### config.mk
export PLATFORM = sky130hd
export DESIGN_NAME = seg7_scan_driver
export DESIGN_NICKNAME = d
export VERILOG_FILES = /design/src/rtl/seg7_scan_driver.sv
export SDC_FILE = /design/constraint.sdc
export NUM_CORES = 1
export LEC_CHECK = 0
export ABC_CLOCK_PERIOD_IN_PS = 2400
export BUFFER_PORTS_ARGS = -buffer_cell sky130_fd_sc_hd__clkbuf_2
export CAP_MARGIN = 20
export CELL_PAD_IN_SITES_DETAIL_PLACEMENT = 1
export CELL_PAD_IN_SITES_GLOBAL_PLACEMENT = 2
export CORE_MARGIN = 5
export CORE_UTILIZATION = 35
export DETAILED_ROUTE_END_ITERATION = 16
export GPL_ROUTABILITY_DRIVEN = 0
export PLACE_DENSITY = 0.86
export SLEW_MARGIN = 20
export SYNTH_ARGS = -nofsm -noshare
export SYNTH_HDL_FRONTEND = slang
export SYNTH_SLANG_ARGS = --single-unit
### constraint.sdc
create_clock -name clk -period 2.4 [get_ports clk]
set_clock_uncertainty 0.1 [all_clocks]
set_input_delay 0.48 -clock clk [delete_from_list [all_inputs] [get_ports clk]]
set_output_delay 0.48 -clock clk [all_outputs]
set_load 0.005 [all_outputs]
### src/rtl/seg7_scan_driver.sv
// Time-multiplexed 7-segment scan driver with frame-synchronous shadowing of the displayed digits.
// Optional build macro LEADING_ZERO_BLANK_EN blanks leading zero digits (digit 0 always shown).
module seg7_scan_driver #(
    parameter int NUM_DIGITS = 4,
    parameter int SCAN_DIV   = 1000
) (
    input  logic                    clk,
    input  logic                    rst_n,
    input  logic                    en,
    input  logic                    load,
    input  logic [4*NUM_DIGITS-1:0] bcd,
    output logic [6:0]              codeout,
    output logic [NUM_DIGITS-1:0]   seg,
    output logic                    frame_stb
);
    localparam int PW = $clog2(SCAN_DIV + 1);
    localparam int IW = $clog2(NUM_DIGITS);
    localparam logic [PW-1:0] PRESC_LAST = PW'(SCAN_DIV - 1);
    localparam logic [IW-1:0] IDX_LAST   = IW'(NUM_DIGITS - 1);

    logic [PW-1:0]           presc;
    logic [IW-1:0]           idx;
    logic [4*NUM_DIGITS-1:0] active;
    logic [4*NUM_DIGITS-1:0] pending;
    logic                    pending_valid;
    logic                    tick;
    logic                    boundary;
    logic [3:0]              cur_digit;
    logic [NUM_DIGITS-1:0]   seg_nxt;
    logic [6:0]              code_nxt;

    function automatic logic [6:0] decode(input logic [3:0] d);
        case (d)
            4'd0:    decode = 7'b1111110;
            4'd1:    decode = 7'b0110000;
            4'd2:    decode = 7'b1101101;
            4'd3:    decode = 7'b1111001;
            4'd4:    decode = 7'b0110011;
            4'd5:    decode = 7'b1011011;
            4'd6:    decode = 7'b1011111;
            4'd7:    decode = 7'b1110000;
            4'd8:    decode = 7'b1111111;
            4'd9:    decode = 7'b1111011;
            default: decode = 7'b0000000;
        endcase
    endfunction

    assign tick     = en && (presc == PRESC_LAST);
    assign boundary = tick && (idx == IDX_LAST);

    always_ff @(posedge clk or negedge rst_n) begin
        if (!rst_n) begin
            presc <= '0;
            idx   <= '0;
        end else if (en) begin
            if (tick) begin
                presc <= '0;
                idx   <= (idx == IDX_LAST) ? '0 : idx + 1'b1;
            end else begin
                presc <= presc + 1'b1;
            end
        end
    end

    // Active digits only change on the frame boundary; a load on that very cycle bypasses pending.
    always_ff @(posedge clk or negedge rst_n) begin
        if (!rst_n) begin
            active        <= '0;
            pending       <= '0;
            pending_valid <= 1'b0;
        end else if (boundary) begin
            if (load) begin
                active <= bcd;
            end else if (pending_valid) begin
                active <= pending;
            end
            pending_valid <= 1'b0;
        end else if (load) begin
            pending       <= bcd;
            pending_valid <= 1'b1;
        end
    end

    always_comb begin
        cur_digit = '0;
        seg_nxt   = '0;
        for (int i = 0; i < NUM_DIGITS; i++) begin
            if (idx == IW'(i)) begin
                cur_digit  = active[4*i +: 4];
                seg_nxt[i] = 1'b1;
            end
        end
    end

`ifdef LEADING_ZERO_BLANK_EN
    logic [NUM_DIGITS-1:0] blank;

    // blank[i] is set when digit i and every digit above it are zero.
    always_comb begin : lz_mask
        logic upper_zero;
        upper_zero = 1'b1;
        blank      = '0;
        for (int i = NUM_DIGITS - 1; i >= 1; i--) begin
            upper_zero = upper_zero && (active[4*i +: 4] == 4'd0);
            blank[i]   = upper_zero;
        end
    end

    assign code_nxt = (|(blank & seg_nxt)) ? 7'd0 : decode(cur_digit);
`else
    assign code_nxt = decode(cur_digit);
`endif

    always_ff @(posedge clk or negedge rst_n) begin
        if (!rst_n) begin
            seg       <= '0;
            codeout   <= '0;
            frame_stb <= 1'b0;
        end else if (!en) begin
            seg       <= '0;
            codeout   <= '0;
            frame_stb <= 1'b0;
        end else begin
            seg       <= seg_nxt;
            codeout   <= code_nxt;
            frame_stb <= boundary;
        end
    end

endmodule

## After elaboration in Yosys (flattened, before gate mapping)

Memory sizes are Yosys's and may differ from the RTL's.
Cells that the tools add are included.

- ROM bits: 112
- Input bits: 20
- Bits in registers: 57
- Memories: 1
- Output and inout port bits: 12
- Logic and storage cells: 41

Memories:

| name | depth | width | rd ports | clocked after memory_dff | write ports | line | text |
|---|---|---|---|---|---|---|---|
| (name not given) | 16 | 7 | 1 | 0 | 0 | 33 | `case (d)` |

- Reductions and logical operators: 8
- $add $sub $neg: 2
- Bitwise gates (word level): 1
- Mux-type cells: 17
- Equal/unequal tests: 4

Operators by type and width:

| cell | count |
|---|---|
| $mux 16 | 2 |
| $mux 4 | 5 |
| $add 10x1->10 const B | 1 |
| $eq 10x10->1 const B | 1 |
| $mux 10 | 1 |
| $mux 1 | 7 |
| $mux 7 | 1 |
| $reduce_and 2->1 | 3 |
| $eq 2x2->1 const B | 2 |
| $reduce_bool 2->1 | 2 |
| $add 2x1->2 const B | 1 |
| $eq 2x1->1 const B | 1 |
| $logic_and 1x1->1 | 2 |
| $logic_not 2->1 | 1 |
| $mux 2 | 1 |
| $not 1->1 | 1 |

## Depth between registers and ports, before layout

An unclocked memory read counts as a cell.

- Depth in word-level cells: 7
- Mapped depth: 10
- Gate-level depth less buffers: 10

## Worst setup path after synthesis

No wires, ideal clock.

- Kind: reg-to-reg
- Start point: register idx[0]
- End point: register codeout[0]
- Required time: 2.217 ns
- Arrival time: 2.125 ns
- Path slack: 0.092 ns
- Period minus slack after synthesis: 2.308 ns
- Library setup time: 0.083 ns
- Path buffers: 1
- Cell stages (with the launch flop): 11
- Path through: dfrtp_1 -> ha_1 -> buf_4 -> nand2b_1 -> o22ai_1 -> a31o_2 -> inv_1 -> ha_1 -> a2111oi_0 -> a31oi_1 -> o22ai_1

- Longest elaborated chain between the ends: 7
- Elaborated cells between the ends (all ways): 10
- Classes of those cells: eq/ne: 3; mux: 5; reduce/logical: 1; memory: 1

RTL lines:

| element | line | text |
|---|---|---|
| from (decl) | 22 | `logic [IW-1:0] idx;` |
| from (signal assigned) | 58 | `idx <= (idx == IDX_LAST) ? '0 : idx + 1'b1;` |
| $logic_not 2->1 | 88 | `if (idx == IW'(i)) begin` |
| $mux 4 (3 in series) | 88 |  |
| $mux 4 * | 88 |  |
| $mem_v2 16x7 * | n/a |  |
| $mux 7 * | 119 | `end else if (!en) begin` |
| to (signal assigned) | 125 | `codeout <= code_nxt;` |
| to (decl) | 12 | `output logic [6:0] codeout,` |

Every way passes the cells marked *; elsewhere a longest branch is shown, timed or not.
A chain may end at the register's enable or synchronous reset.

## Worst setup path after layout

Ends and elaborated chain as after synthesis.

==> impl_results.html <==
<table>
<tr><th>Metric</th><th>Value</th></tr>
<tr><th colspan="2">Run status</th></tr>
<tr><td>Outcome</td><td>completed</td></tr>
<tr><th colspan="2">STA</th></tr>
<tr><td>Unrepaired setup endpoints after global routing</td><td>no</td></tr>
<tr><td>Post-route fraction of the period consumed by the critical path</td><td>93.41%</td></tr>
<tr><td>Count of final max-slew check failures</td><td>0</td></tr>
<tr><td>Setup violations, final</td><td>0</td></tr>
<tr><td>Final critical delay including setup and external delays</td><td>2.242 ns</td></tr>
<tr><td>Smallest hold slack</td><td>0.1714 ns</td></tr>
<tr><td>Max Freq</td><td>446.1 MHz</td></tr>
<tr><td>Hold violation total from the final report</td><td>0</td></tr>
<tr><td>Worst slew margin relative to its limit</td><td>51.70%</td></tr>
<tr><td>Pin slew with the least headroom to its limit</td><td>0.7245 ns</td></tr>
<tr><th colspan="2">Final layout</th></tr>
<tr><td>Share of final-layout standard cells stronger than drive strength 1</td><td>32.19%</td></tr>
<tr><td>Layout Cells excl Fill</td><td>394</td></tr>
<tr><td>Area growth syn-to-layout</td><td>20.94%</td></tr>
<tr><td>Leading cell type in the layout, fill and taps excluded</td><td>sky130_fd_sc_hd__dfrtp_1</td></tr>
<tr><td>Number of nets in the finished design</td><td>317</td></tr>
<tr><td>Diodes inserted</td><td>0</td></tr>
<tr><td>Commonest cells after routing, fill and taps aside</td><td>sky130_fd_sc_hd__dfrtp_1 (57), sky130_fd_sc_hd__clkbuf_2 (31), sky130_fd_sc_hd__o21ai_0 (26)</td></tr>
<tr><th colspan="2">Clock tree</th></tr>
<tr><td>Clock Latency Late Sink</td><td>0.34 ns</td></tr>
<tr><td>Clock tree from TritonCTS</td><td>yes</td></tr>
<tr><td>Max H-tree Level</td><td>3</td></tr>
<tr><td>Clock-pin slew of the registers on the worst-case setup and hold paths</td><td>0.07 ns</td></tr>
<tr><td>Number of clock buffers inserted by TritonCTS</td><td>9</td></tr>
<tr><td>Cts-stage hold buffer count</td><td>0</td></tr>
<tr><td>Sink count of the clock tree</td><td>57</td></tr>
<tr><td>Largest buffer count on any clock path</td><td>2</td></tr>
<tr><td>Root Buffer</td><td>sky130_fd_sc_hd__clkbuf_8</td></tr>
<tr><th colspan="2">Synthesis</th></tr>
<tr><td>Number of cells produced by synthesis</td><td>240</td></tr>
<tr><td>Count of unique library cells instantiated by Yosys</td><td>49</td></tr>
<tr><td>Ys flop type</td><td>sky130_fd_sc_hd__dfrtp_1</td></tr>
<tr><td>Area of the mapped netlist</td><td>2760 um2</td></tr>
<tr><td>Yosys Warn Count</td><td>0</td></tr>
<tr><td>Average cell area after synthesis</td><td>11.50 um2</td></tr>
<tr><td>Fraction of the yosys area taken by sequential cells</td><td>51.68%</td></tr>
<tr><td>Fraction of post-synthesis cell area in the top cell type by area</td><td>51.68%</td></tr>
<tr><td>Post-synth ARST share</td><td>100.0%</td></tr>
<tr><td>Total of flip-flops plus latches after synthesis</td><td>57</td></tr>
<tr><td>Largest cells by area after synthesis</td><td>sky130_fd_sc_hd__dfrtp_1 (52%), sky130_fd_sc_hd__mux2_2 (7.3%), sky130_fd_sc_hd__mux2i_1 (5.8%), sky130_fd_sc_hd__o21ai_0 (4.7%), sky130_fd_sc_hd__ha_1 (4.5%)</td></tr>
<tr><td>Number of flops mapped to enable cells by yosys</td><td>0</td></tr>
<tr><td>Net count after synthesis</td><td>270</td></tr>
<tr><td>Synth area leader</td><td>sky130_fd_sc_hd__dfrtp_1</td></tr>
<tr><th colspan="2">Job</th></tr>
<tr><td>Max-Cap Viols</td><td>0</td></tr>
<tr><th colspan="2">Power and ir drop</th></tr>
<tr><td>IR Drop Worst-Case VDD</td><td>0.0003368 V</td></tr>
<tr><td>P per Cell Area</td><td>654.9 nW/um2</td></tr>
<tr><td>Total power</td><td>0.002186 W</td></tr>
<tr><td>Cell leakage power</td><td>1.564 nW</td></tr>
<tr><th colspan="2">Floorplanning</th></tr>
<tr><td>Die width</td><td>98.81 um</td></tr>
<tr><td>Row Count</td><td>32</td></tr>
<tr><td>Area of the core</td><td>7687 um2</td></tr>
<tr><td>Effective utilization at floorplan</td><td>35.90%</td></tr>
<tr><td>Count of pins on the block boundary</td><td>32</td></tr>
<tr><td>Vertical die dimension</td><td>98.81 um</td></tr>
<tr><td>Die Area</td><td>9762 um2</td></tr>
<tr><th colspan="2">Setup path</th></tr>
<tr><td>Critical Path AT</td><td>2.41 ns</td></tr>
<tr><td>Cell with the largest stage delay on the worst path</td><td>sky130_fd_sc_hd__dfrtp_1</td></tr>
<tr><td>Critical setup path kind</td><td>flop to flop</td></tr>
<tr><td>Buffers and inverters on the worst path</td><td>1</td></tr>
<tr><td>CP top delay family</td><td>compound AO/OA/AOI/OAI gates</td></tr>
<tr><td>CP required</td><td>2.56 ns</td></tr>
<tr><td>Max stage delay on crit path</td><td>0.42 ns</td></tr>
<tr><td>Element type at the critical path start</td><td>flop</td></tr>
<tr><td>Worst-path fanout max</td><td>5</td></tr>
<tr><td>Critical-path cell list</td><td>ha_2 &gt; nand2b_1 &gt; o22a_1 &gt; and2_1 &gt; ha_1 &gt; a2111oi_4 &gt; buf_4 &gt; a31oi_1 &gt; o22ai_1</td></tr>
<tr><td>Crit. End Element</td><td>flop</td></tr>
<tr><th colspan="2">Detailed routing</th></tr>
<tr><td>Routed length per instance</td><td>15.90 um</td></tr>
<tr><td>Via count</td><td>1980</td></tr>
<tr><td>Total length of routed wires</td><td>6.266 mm</td></tr>
<tr><td>Post-detailed-route via-to-cell ratio</td><td>5.025</td></tr>
<tr><td>Remaining routing DRC violations</td><td>0</td></tr>
<tr><td>Number of DRC markers in iteration 0</td><td>46</td></tr>
<tr><td>First-pass DRT Iterations</td><td>4</td></tr>
<tr><td>Antenna-violating nets left</td><td>0</td></tr>
<tr><th colspan="2">Global route</th></tr>
<tr><td>Largest net degree at the start of global routing</td><td>58</td></tr>
<tr><td>Remaining global-route overflow</td><td>0</td></tr>
<tr><td>First-pass GRT wire length</td><td>10.70 mm</td></tr>
<tr><td>Overall Global Routing Usage</td><td>13.76%</td></tr>
<tr><td>Antenna violations before repair</td><td>0</td></tr>
<tr><td>Via count of the first global-routing pass</td><td>2177</td></tr>
<tr><th colspan="2">Place</th></tr>
<tr><td>Post-DP HPWL</td><td>4.534 mm</td></tr>
<tr><td>Port-buffer cells</td><td>31</td></tr>
<tr><td>Cell Count Post-Placement</td><td>376</td></tr>
<tr><th colspan="2">Min path</th></tr>
<tr><td>Worst min path class</td><td>input port to asynchronous set/reset pin</td></tr>
</table>
[registers in the layout, indices dropped and copies added (netlist names)]
| name | count |
|---|---|
| active | 16 |
| codeout | 7 |
| frame_stb | 1 |
| idx | 2 |
| pending | 16 |
| pending_valid | 1 |
| presc | 10 |
| seg | 4 |
[layer usage]
layer | part of all wire, % | vias up | GRT usage (%)
met2 | 47 | 38 | 21.54
li1 | - | 958 | -
met3 | 5.1 | 7 | 5.591
met5 | 0 | - | 0
met1 | 47 | 977 | 17.80
met4 | 0.93 | 0 | 3.466
[metrics by stage]
| step | TNS, ns | instance area (um2) | setup slack, ns | util [%] |
|---|---|---|---|---|
| 2_1_floorplan | 0 | 2760 | 0.09181 | - |
| 3_3_place_gp | 0 | 3079 | 0.1055 | 40.06 |
| 3_5_place_dp | -0.04847 | 3079 | -0.02723 | 40.06 |
| 4_1_cts | 0 | 3281 | 0.05079 | 42.68 |
| 5_1_grt | 0 | 3338 | 0.004628 | 43.42 |
| 6_report | 0 | 3338 | 0.1581 | 43.42 |
[cell type report]
type	instances	area, um2
fill	874	4349
sequential	57	1426
multi-input combinational	166	1295
timing repair buffer	46	267.8
tap	102	127.6
clock buffer	9	123.9
clock inverter	7	71.32
inverter	7	26.28
[report_power, final]
part	switching [W]	total [W]	internal (W)
combinational	0.000101	0.000203	0.000102
clock	0.000411	0.000887	0.000476
sequential	0.0000616	0.00110	0.00103
[final timing paths]
path	from	end	slack (ns)	depth (start not counted)
setup / recovery	idx[0]	codeout[0]	0.16	9
min in group clk	bcd[8]	pending[8]	0.28	2
setup reg to reg	idx[0]	codeout[0]	0.16	9
hold / removal	rst_n	pending[10]	0.17	2
max in group asynchronous	rst_n	codeout[5]	1.53	2
hold reg to reg	pending[8]	pending[8]	0.41	1
[repair_timing]
action	CTS	global route
setup endpoints to repair	2	5
gates resized for setup	2	9
setup buffers	0	2
endpoints found under the hold margin	0	0
pin swaps	0	1
[synth_stat cells (2+ instances only)]
cell	instances
sky130_fd_sc_hd__a211oi_1	2
sky130_fd_sc_hd__xnor2_1	3
sky130_fd_sc_hd__ha_1	10
sky130_fd_sc_hd__inv_1	6
sky130_fd_sc_hd__mux2_2	18
sky130_fd_sc_hd__dfrtp_1	57
sky130_fd_sc_hd__o22ai_1	5
sky130_fd_sc_hd__and2_1	5
sky130_fd_sc_hd__nand3b_1	3
sky130_fd_sc_hd__a221o_1	2
sky130_fd_sc_hd__nand3_1	3
sky130_fd_sc_hd__a22o_1	2
sky130_fd_sc_hd__nor2_1	10
sky130_fd_sc_hd__and3_1	7
sky130_fd_sc_hd__nand2_1	10
sky130_fd_sc_hd__o21ai_1	9
sky130_fd_sc_hd__xor2_1	3
sky130_fd_sc_hd__buf_6	2
sky130_fd_sc_hd__nor2b_1	2
sky130_fd_sc_hd__clkbuf_1	5
sky130_fd_sc_hd__buf_4	2
sky130_fd_sc_hd__a211o_1	2
sky130_fd_sc_hd__a21oi_1	5
sky130_fd_sc_hd__nand4_1	2
sky130_fd_sc_hd__o21ai_0	26
sky130_fd_sc_hd__mux2i_1	16
[worst reg2reg max path: cells and delay by family (launching register included)]
| family | cells | cell delay, ns |
|---|---|---|
| compound gates | 4 | 0.68 |
| fa+ha+maj | 2 | 0.45 |
| buf+inv | 1 | 0.16 |
| flops | 1 | 0.42 |
| simple gates | 2 | 0.35 |
[logic make-up (layout without fill, tap and decap cells)]
| logic type | count (synthesis) | after routing | share of synthesized area, % |
|---|---|---|---|
| mux | 34 | 34 | 13.15 |
| fa+ha+maj | 10 | 10 | 4.533 |
| simple gates | 50 | 50 | 10.56 |
| compound gates | 66 | 66 | 15.00 |
| flops | 57 | 57 | 51.68 |
| xor+xnor | 6 | 6 | 1.904 |
| buf+inv | 17 | 69 | 3.173 |
No activity file was read; power rests on OpenSTA's default activity.
